[src/rtl/mat_io_pkg.sv]
// Shared types and sizing for the matrix load/multiply/read-back path.
// The result word width is common to the loader, multiplier and unloader.
package mat_io_pkg;

    localparam int RES_W          = 64;
    localparam int ELEM_W         = 16;
    localparam int MAX_ELEMS      = 4;
    localparam int BYTES_PER_ELEM = ELEM_W / 8;

    typedef enum logic [1:0] {
        IDLE = 2'd0,
        SEND = 2'd1,
        CSUM = 2'd2
    } state_t;

endpackage

[src/rtl/result_unloader_if.sv]
// Result capture inputs plus the byte-wide valid/ready output stream and status flags.
// master = unloader side, slave = multiplier/consumer side.
interface result_unloader_if;
    import mat_io_pkg::*;

    logic [RES_W-1:0] res_mat;
    logic             res_valid;
    logic [3:0]       res_rows;
    logic [3:0]       res_cols;
    logic [7:0]       out_data;
    logic             out_valid;
    logic             out_ready;
    logic             out_last;
    logic             busy;
    logic             err_size;
    logic             err_overrun;

    modport master (
        input  res_mat, res_valid, res_rows, res_cols, out_ready,
        output out_data, out_valid, out_last, busy, err_size, err_overrun
    );

    modport slave (
        output res_mat, res_valid, res_rows, res_cols, out_ready,
        input  out_data, out_valid, out_last, busy, err_size, err_overrun
    );

endinterface

[src/rtl/result_unloader_byte_shifter.sv]
// Result word register: parallel load, shift left by one byte, top byte exposed.
// Load has priority over shift; synchronous active-high reset clears it.
module byte_shifter
    import mat_io_pkg::*;
(
    input  logic             CLK,
    input  logic             RST,
    input  logic             load,
    input  logic             shift,
    input  logic [RES_W-1:0] load_val,
    output logic [7:0]       top_byte
);

    logic [RES_W-1:0] sreg;

    always_ff @(posedge CLK) begin
        if (RST) begin
            sreg <= '0;
        end else if (load) begin
            sreg <= load_val;
        end else if (shift) begin
            sreg <= {sreg[RES_W-9:0], 8'h00};
        end
    end

    assign top_byte = sreg[RES_W-1 -: 8];

endmodule

[src/rtl/result_unloader.sv]
// Captures the result word on a res_valid rising edge and streams it out MSB byte first; first byte the cycle after capture, one byte/cycle, held stable under backpressure.
// RESULT_CHECKSUM_EN appends an XOR checksum byte carrying out_last.
module result_unloader #(
    parameter int ELEM_W    = mat_io_pkg::ELEM_W,
    parameter int MAX_ELEMS = mat_io_pkg::MAX_ELEMS
) (
    input  logic               CLK,
    input  logic               RST,
    result_unloader_if.master  bus
);
    import mat_io_pkg::*;

    localparam int BPE = ELEM_W / 8;

    state_t           state_q, state_nxt;
    logic             prev_q;
    logic             rise, xfer;
    logic [7:0]       n_raw, n_cl, nbytes;
    logic [7:0]       cnt_q, cnt_nxt;
    logic             valid_q, valid_nxt;
    logic             last_q, last_nxt;
    logic             busy_q, busy_nxt;
    logic             esize_q, esize_nxt;
    logic             eovr_q, eovr_nxt;
    logic             sh_load, sh_shift;
    logic [RES_W-1:0] sh_val;
    logic [7:0]       top_byte;
`ifdef RESULT_CHECKSUM_EN
    logic [7:0]       csum_q, csum_nxt;
`endif

    // prev resets high so a level already asserted at reset release is ignored
    assign rise   = bus.res_valid & ~prev_q;
    assign xfer   = valid_q & bus.out_ready;
    assign n_raw  = {4'd0, bus.res_rows} * {4'd0, bus.res_cols};
    assign n_cl   = (n_raw > 8'(MAX_ELEMS)) ? 8'(MAX_ELEMS) : n_raw;
    assign nbytes = 8'(n_cl * BPE);

    byte_shifter u_shifter (
        .CLK      (CLK),
        .RST      (RST),
        .load     (sh_load),
        .shift    (sh_shift),
        .load_val (sh_val),
        .top_byte (top_byte)
    );

    always_comb begin
        state_nxt = state_q;
        cnt_nxt   = cnt_q;
        valid_nxt = valid_q;
        last_nxt  = last_q;
        busy_nxt  = busy_q;
        esize_nxt = esize_q;
        eovr_nxt  = eovr_q | (rise & busy_q);
        sh_load   = 1'b0;
        sh_shift  = 1'b0;
        sh_val    = bus.res_mat;
`ifdef RESULT_CHECKSUM_EN
        csum_nxt  = csum_q;
`endif
        case (state_q)
            IDLE: begin
                if (rise) begin
                    if (n_raw > 8'(MAX_ELEMS)) esize_nxt = 1'b1;
`ifdef RESULT_CHECKSUM_EN
                    csum_nxt = 8'h00;
                    if (n_cl == 8'd0) begin
                        // empty frame still emits the checksum byte (0x00)
                        state_nxt = CSUM;
                        sh_load   = 1'b1;
                        sh_val    = '0;
                        valid_nxt = 1'b1;
                        busy_nxt  = 1'b1;
                        last_nxt  = 1'b1;
                    end else begin
                        state_nxt = SEND;
                        sh_load   = 1'b1;
                        cnt_nxt   = nbytes;
                        valid_nxt = 1'b1;
                        busy_nxt  = 1'b1;
                        last_nxt  = 1'b0;
                    end
`else
                    if (n_cl != 8'd0) begin
                        state_nxt = SEND;
                        sh_load   = 1'b1;
                        cnt_nxt   = nbytes;
                        valid_nxt = 1'b1;
                        busy_nxt  = 1'b1;
                        last_nxt  = (nbytes == 8'd1);
                    end
`endif
                end
            end
            SEND: begin
                if (xfer) begin
`ifdef RESULT_CHECKSUM_EN
                    csum_nxt = csum_q ^ top_byte;
`endif
                    if (cnt_q == 8'd1) begin
`ifdef RESULT_CHECKSUM_EN
                        state_nxt = CSUM;
                        sh_load   = 1'b1;
                        sh_val    = {csum_q ^ top_byte, {(RES_W-8){1'b0}}};
                        last_nxt  = 1'b1;
`else
                        state_nxt = IDLE;
                        valid_nxt = 1'b0;
                        busy_nxt  = 1'b0;
                        last_nxt  = 1'b0;
`endif
                    end else begin
                        cnt_nxt  = cnt_q - 8'd1;
                        sh_shift = 1'b1;
`ifndef RESULT_CHECKSUM_EN
                        last_nxt = (cnt_q == 8'd2);
`endif
                    end
                end
            end
            CSUM: begin
                if (xfer) begin
                    state_nxt = IDLE;
                    valid_nxt = 1'b0;
                    busy_nxt  = 1'b0;
                    last_nxt  = 1'b0;
                end
            end
            default: state_nxt = IDLE;
        endcase
    end

    always_ff @(posedge CLK) begin
        if (RST) begin
            state_q <= IDLE;
            prev_q  <= 1'b1;
            cnt_q   <= '0;
            valid_q <= 1'b0;
            last_q  <= 1'b0;
            busy_q  <= 1'b0;
            esize_q <= 1'b0;
            eovr_q  <= 1'b0;
`ifdef RESULT_CHECKSUM_EN
            csum_q  <= '0;
`endif
        end else begin
            state_q <= state_nxt;
            prev_q  <= bus.res_valid;
            cnt_q   <= cnt_nxt;
            valid_q <= valid_nxt;
            last_q  <= last_nxt;
            busy_q  <= busy_nxt;
            esize_q <= esize_nxt;
            eovr_q  <= eovr_nxt;
`ifdef RESULT_CHECKSUM_EN
            csum_q  <= csum_nxt;
`endif
        end
    end

    assign bus.out_data    = top_byte;
    assign bus.out_valid   = valid_q;
    assign bus.out_last    = last_q;
    assign bus.busy        = busy_q;
    assign bus.err_size    = esize_q;
    assign bus.err_overrun = eovr_q;

endmodule

[src/flat_wrapper.sv]
// flat-port wrapper written by rule: the top's interface ports become plain ports
module result_unloader_flat import mat_io_pkg::*;
#(
    parameter int ELEM_W    = mat_io_pkg::ELEM_W,
    parameter int MAX_ELEMS = mat_io_pkg::MAX_ELEMS
)
  (CLK, RST, bus_res_mat, bus_res_valid, bus_res_rows, bus_res_cols, bus_out_ready, bus_out_data, bus_out_valid, bus_out_last, bus_busy, bus_err_size, bus_err_overrun);
  result_unloader_if bus_i ();
  input  logic CLK;
  input  logic RST;
  input wire logic [$bits(bus_i.res_mat)-1:0] bus_res_mat;
  input wire logic [$bits(bus_i.res_valid)-1:0] bus_res_valid;
  input wire logic [$bits(bus_i.res_rows)-1:0] bus_res_rows;
  input wire logic [$bits(bus_i.res_cols)-1:0] bus_res_cols;
  input wire logic [$bits(bus_i.out_ready)-1:0] bus_out_ready;
  output wire logic [$bits(bus_i.out_data)-1:0] bus_out_data;
  output wire logic [$bits(bus_i.out_valid)-1:0] bus_out_valid;
  output wire logic [$bits(bus_i.out_last)-1:0] bus_out_last;
  output wire logic [$bits(bus_i.busy)-1:0] bus_busy;
  output wire logic [$bits(bus_i.err_size)-1:0] bus_err_size;
  output wire logic [$bits(bus_i.err_overrun)-1:0] bus_err_overrun;
  assign bus_i.res_mat = bus_res_mat;
  assign bus_i.res_valid = bus_res_valid;
  assign bus_i.res_rows = bus_res_rows;
  assign bus_i.res_cols = bus_res_cols;
  assign bus_i.out_ready = bus_out_ready;
  assign bus_out_data = bus_i.out_data;
  assign bus_out_valid = bus_i.out_valid;
  assign bus_out_last = bus_i.out_last;
  assign bus_busy = bus_i.busy;
  assign bus_err_size = bus_i.err_size;
  assign bus_err_overrun = bus_i.err_overrun;
  result_unloader #(.ELEM_W(ELEM_W), .MAX_ELEMS(MAX_ELEMS)) u_core (.CLK(CLK), .RST(RST), .bus(bus_i));
endmodule
[config.mk]
export PLATFORM = sky130hd
export DESIGN_NAME = result_unloader_flat
export DESIGN_NICKNAME = d
export VERILOG_FILES = /design/src/rtl/mat_io_pkg.sv /design/src/rtl/result_unloader_if.sv /design/src/rtl/result_unloader_byte_shifter.sv /design/src/rtl/result_unloader.sv /design/src/flat_wrapper.sv
export SDC_FILE = /design/constraint.sdc
export NUM_CORES = 1
export LEC_CHECK = 0
export ABC_CLOCK_PERIOD_IN_PS = 10200
export BUFFER_PORTS_ARGS = -buffer_cell sky130_fd_sc_hd__buf_4
export CAP_MARGIN = 20
export CELL_PAD_IN_SITES_DETAIL_PLACEMENT = 0
export CELL_PAD_IN_SITES_GLOBAL_PLACEMENT = 1
export CORE_MARGIN = 2
export CORE_UTILIZATION = 46
export CTS_BUF_LIST = sky130_fd_sc_hd__clkbuf_2
export DETAILED_ROUTE_END_ITERATION = 16
export PLACE_DENSITY = 0.91
export RECOVER_POWER = 50
export SLEW_MARGIN = 25
export SYNTH_ARGS = -nofsm -noshare
export SYNTH_HDL_FRONTEND = slang
export SYNTH_HIERARCHICAL = 1
export SYNTH_SLANG_ARGS = --single-unit
[constraint.sdc]
create_clock -name CLK -period 10.2 [get_ports CLK]
set_input_delay 3.06 -clock CLK [delete_from_list [all_inputs] [get_ports CLK]]
set_output_delay 3.06 -clock CLK [all_outputs]
set_load 0.05 [all_outputs]
# After elaboration in Yosys (flattened, before gate mapping)
# Cells that the tools add are included.
# totals
reg_bits	79
# op_classes
add_sub_neg	1
n_mul	1
order_cmp	1
eq_ne	10
mux	31
bitwise_logic	5
reduce_logical	10
# ops
op	n
$mux W64	2
$mux W8	5
$pmux W8 S2	1
$mux W1	15
$reduce_and A5 Y1	3
$mux W2	5
$ne A2 B1 Y1 const B	5
$eq A8 B1 Y1 const B	1
$eq A8 B2 Y1 const B	1
$gt A8 B3 Y1 const B	1
$mul A4 B4 Y8	1
$reduce_bool A8 Y1	1
$sub A8 B1 Y8 const B	1
$pmux W1 S3	2
$pmux W2 S3	1
$reduce_and A6 Y1	1
$reduce_bool A2 Y1	2
$and A1 B1 Y1	3
$reduce_and A3 Y1	1
$reduce_bool A3 Y1	1
$eq A2 B1 Y1 const B	1
$eq A2 B2 Y1 const B	1
$logic_not A2 Y1	1
$ne A2 B2 Y1 const B	1
2 further kinds	2

# Depth between registers and ports, before layout
# depth
word_depth	8
mapped_depth	17
mapped_depth_nobuf	14

# Modules after synthesis
# Netlist, hierarchy kept.
# modules_own_cells
module	n_inst	cells_each	area_each_um2	seq_area_each_um2
byte_shifter	1	293	2995.4	1281.2
result_unloader	1	146	1222.4	260.2

# Least setup slack after synthesis
# Ideal clock, no wire load.
# synth_timing
path_type	input -> register
from	in bus_res_rows[0]
to	reg u_core.u_shifter.sreg[2]
arrival_time_ps	6412
slack_ps	3718
stages	16
cell_sequence	nand2_1 fa_1 inv_1 fa_1 inv_1 fa_1 nor2b_1 o221ai_1 a31oi_1 o2111ai_2 o21ai_2 inv_1 buf_6 buf_6 or3b_1 a21oi_1
# synth_via
elab_chain_cells	8
word_cells_on_any_way	9
# synth_lines
item	line_no	rtl
from (decl)	flat_wrapper.sv:13	input wire logic [$bits(bus_i.res_rows)-1:0] bus_res_rows;
$mul A4 B4 Y8 (*)	result_unloader.sv:35	assign n_raw = {4'd0, bus.res_rows} * {4'd0, bus.res_cols};
$gt A8 B3 Y1	result_unloader.sv:36	assign n_cl = (n_raw > 8'(MAX_ELEMS)) ? 8'(MAX_ELEMS) : n_raw;
$mux W8 (*)	result_unloader.sv:36	
$reduce_bool A8 Y1 (*)	result_unloader.sv:85	if (n_cl != 8'd0) begin
$mux W1 (*)	result_unloader.sv:85	
$mux W1 (*)	result_unloader.sv:64	if (rise) begin
$mux W1 (*)	result_unloader.sv:62	case (state_q)
named net u_core.sh_load	result_unloader.sv:25	logic sh_load, sh_shift;
$mux W64 / $reduce_bool A2 Y1 (equally long branches)	--	
to (signal assigned)	result_unloader_byte_shifter.sv:20	sreg <= load_val;
to (signal assigned)	result_unloader_byte_shifter.sv:22	sreg <= {sreg[RES_W-9:0], 8'h00};
to (decl)	result_unloader_byte_shifter.sv:14	logic [RES_W-1:0] sreg;
# The timed path passes the listed nets; every way through them passes the cells marked *.
# A chain may end at the register's enable or synchronous reset.

# Worst setup path after layout
# layout_timing
from	in bus_res_rows[0]
to	reg u_core.u_shifter.sreg[59]
# The elaborated chain is that of the path after synthesis.

==> impl_metrics.json <==
{
  "yosysWarnings": 6,
  "rsz0062_at_grt": "no",
  "grt_pass1_vias": 3296,
  "peakVddDrop_mv": 0.0769,
  "power.density_mw_per_mm2": 136,
  "post-route-period-util": 0.723,
  "antenna_found_initial": 0,
  "synth_compound_area_frac": 0.176,
  "min_path_type": "register to register",
  "postSynthAreaPerCell_um2": 9.61,
  "wirelength_mm": 9.41,
  "core.rowCount": 34,
  "ioPinCount": 89,
  "grt_pass1_wl_mm": 15.4,
  "clock-sinks": 77,
  "insertion_delay_ns": 0.54,
  "drc_errors": 0,
  "core_mm2": 0.00881,
  "dp_hpwl_mm": 6.56,
  "synthAdderAreaFrac": 0.0635,
  "crit_type": "primary input to register",
  "fin_cells": 615,
  "critical_path_arrival_ns": 7.65,
  "seqCellArea_mm2": 0.00154,
  "vias_per_cell": 5.39,
  "hold_viol_final": 0,
  "yosys.area.top_type": "dfxtp_1",
  "start_kind": "primary input",
  "syn-instance-count": 439,
  "antenna_left": 0,
  "ys_ff_latch": 77,
  "critical_path_required_ns": 10.47,
  "cts_buffer_depth": 2,
  "cts_root_buf": "clkbuf_2",
  "fp.dieW_um": 99.8,
  "worstMarginPinSlew_ns": 3.19,
  "crit_fanout": 73,
  "maxCapViolCount": 1,
  "cts_tree": "built",
  "hold_buffers": 0,
  "slew_headroom": -1.12,
  "synth_top_family_by_area": "compound AO/OA/AOI/OAI gates",
  "clk_pin_slew_ns": 0.21,
  "rr_worst_depth": 6,
  "fin_crit_ns": 7.38,
  "fin_setup_tns_ns": 0,
  "multi_input_area_mm2": 0.00233,
  "synthesis.nets": 534,
  "syn_area_mm2": 0.00422,
  "routedWlPerCell_um": 15.3,
  "drive_above_1_share": 0.195,
  "setup_slack_ns": 2.82,
  "route.met3.wl_um": 408,
  "cts_setup_buffers": 0,
  "track_usage": 0.193,
  "drt_iter0_markers": 169,
  "synth-main-ff-cell": "dfxtp_1",
  "synth-edff-count": 0,
  "initial_core_util": 0.479,
  "p_leak_nw": 1.81,
  "htreeDepth": 3,
  "final_util": 0.551,
  "dieHeight_um": 99.8,
  "overflow": 0,
  "fin_nets": 597,
  "status": "finished with violations",
  "yosysUniqueCellTypes": 47,
  "routed.top_layer": "met4",
  "layout_commonest_cell": "dfxtp_1",
  "cts_resized": 0,
  "ys_seq_area_frac": 0.365,
  "drt-met1-wl_mm": 4.66,
  "synth-simple-area-share": 0.172,
  "synthXorXnorAreaFrac": 0.0125,
  "grt_start_max_net_pins": 74,
  "clock-skew-final_ns": 0.0284,
  "cp-end-kind": "register",
  "final_cell_mix": "77 x dfxtp_1, 76 x buf_4, 59 x nor2b_1",
  "violations": "capacitance limit, slew limit",
  "setup_violations": 0,
  "antennaDiodeCount": 0,
  "vias": 3315,
  "cts_buffers": 9,
  "finalWeightedCongestion": 0.882,
  "fill_cells": 818,
  "holdPathStages": 2,
  "first_pass_iters": 4,
  "wl_met2_mm": 4.23,
  "synthMuxAreaShare": 0.133,
  "synthTopCellsByArea": "dfxtp_1 37%, mux2i_1 13%, a211oi_1 10%",
  "portBuffers": 88,
  "synthToLayoutAreaGrowth_pct": 15.0,
  "die_area_mm2": 0.00995,
  "post-place-cells": 599,
  "clock.fmax_ghz": 0.136,
  "synthArstFlopShare": 0,
  "yosysTopAreaCellShare": 0.365,
  "post-place-ws_ns": 2.94,
  "finalMaxSlewViolations": 73
}
-- stage by stage --
stage / power [W] / hold slack, ns / instance area, um^2
after detailed placement: 0.000472 / 0.469 / 4800
after CTS: 0.000669 / 0.514 / 4940
final: 0.000658 / 0.511 / 4850
after global routing: 0.000692 / 0.524 / 4850
after global placement: 0.000469 / 0.453 / 4800
after floorplan: 0.000429 / 0.476 / 4220
-- cell families after synthesis --
kind of cell               after synthesis
muxes                                   56
and+or+nand+nor                        125
AOI/OAI and AO/OA                       98
adders and majority gates               19
buffers and inverters                   58
DFF                                     77
xor gates and xnor gates                 6
-- cell usage after synthesis (2+ instances only) --
cell,n
inv_1,19
dfxtp_1,77
o2111a_1,2
o31ai_1,3
xor2_1,4
or3b_2,2
buf_6,9
a211oi_2,2
buf_2,5
fa_1,4
buf_4,9
mux2i_1,56
or3b_1,6
a21oi_1,16
clkbuf_1,15
xnor2_1,2
nor2b_1,59
ha_1,15
o21ai_0,2
nor2_1,13
a31oi_1,4
nor4_1,3
and2_1,11
a211oi_1,57
nor3b_1,2
nand2_1,20
o21ai_1,2
-- routing by layer --
layer / up-vias / track usage
li1: 1687 / -
met4: 0 / 0.0632
met1: 1550 / 0.267
met2: 68 / 0.300
met3: 10 / 0.0401
met5: - / 0
-- final timing paths --
kind,start,to,slack [ns]
max,bus_res_rows[0],u_core/u_shifter/sreg[59],2.82
min reg2reg,u_core/bus.err_overrun,u_core/bus.err_overrun,0.51
max reg2reg,u_core/bus.busy,u_core/cnt_q[7],6.82
min,u_core/bus.err_overrun,u_core/bus.err_overrun,0.51
-- power breakdown --
| part | switching [W] | internal (W) | leakage [nW] | total [W] |
|---|---|---|---|---|
| Sequential | 0.0000126 | 0.000319 | 0.629 | 0.000332 |
| Clock | 0.000111 | 0.0000843 | 0.0831 | 0.000196 |
| Combinational | 0.0000699 | 0.0000605 | 1.09 | 0.000130 |
| Total | 0.000194 | 0.000464 | 1.81 | 0.000658 |
-- state kept, by name, summed over array words and instances, names as in the netlist --
register,count
u_core/u_shifter/sreg,64
u_core/cnt_q,8
u_core/bus.busy,1
u_core/bus.err_overrun,1
u_core/bus.err_size,1
u_core/bus.out_last,1
u_core/prev_q,1
-- layout make-up --
class                      count  share of cell area
clock buffer                  10              0.0103
clock inverter                 6              0.0193
inverter                      19              0.0147
multi-input combinational    304               0.481
tap                          108              0.0279
timing repair buffer          91               0.129
sequential                    77               0.318
-- critical path: stages --
cell	delay, ns
clkbuf_1	0.16
nand2_1	0.10
fa_1	0.53
inv_1	0.05
fa_1	0.49
ha_1	0.31
a211oi_1	0.36
nor2_1	0.10
a211oi_1	0.35
o2111ai_1	0.33
o21ai_0	0.51
inv_1	0.09
buf_4	0.30
inv_1	0.17
buf_4	0.50
a211oi_1	0.16
Note: power is estimated with default switching activity, not from simulation.
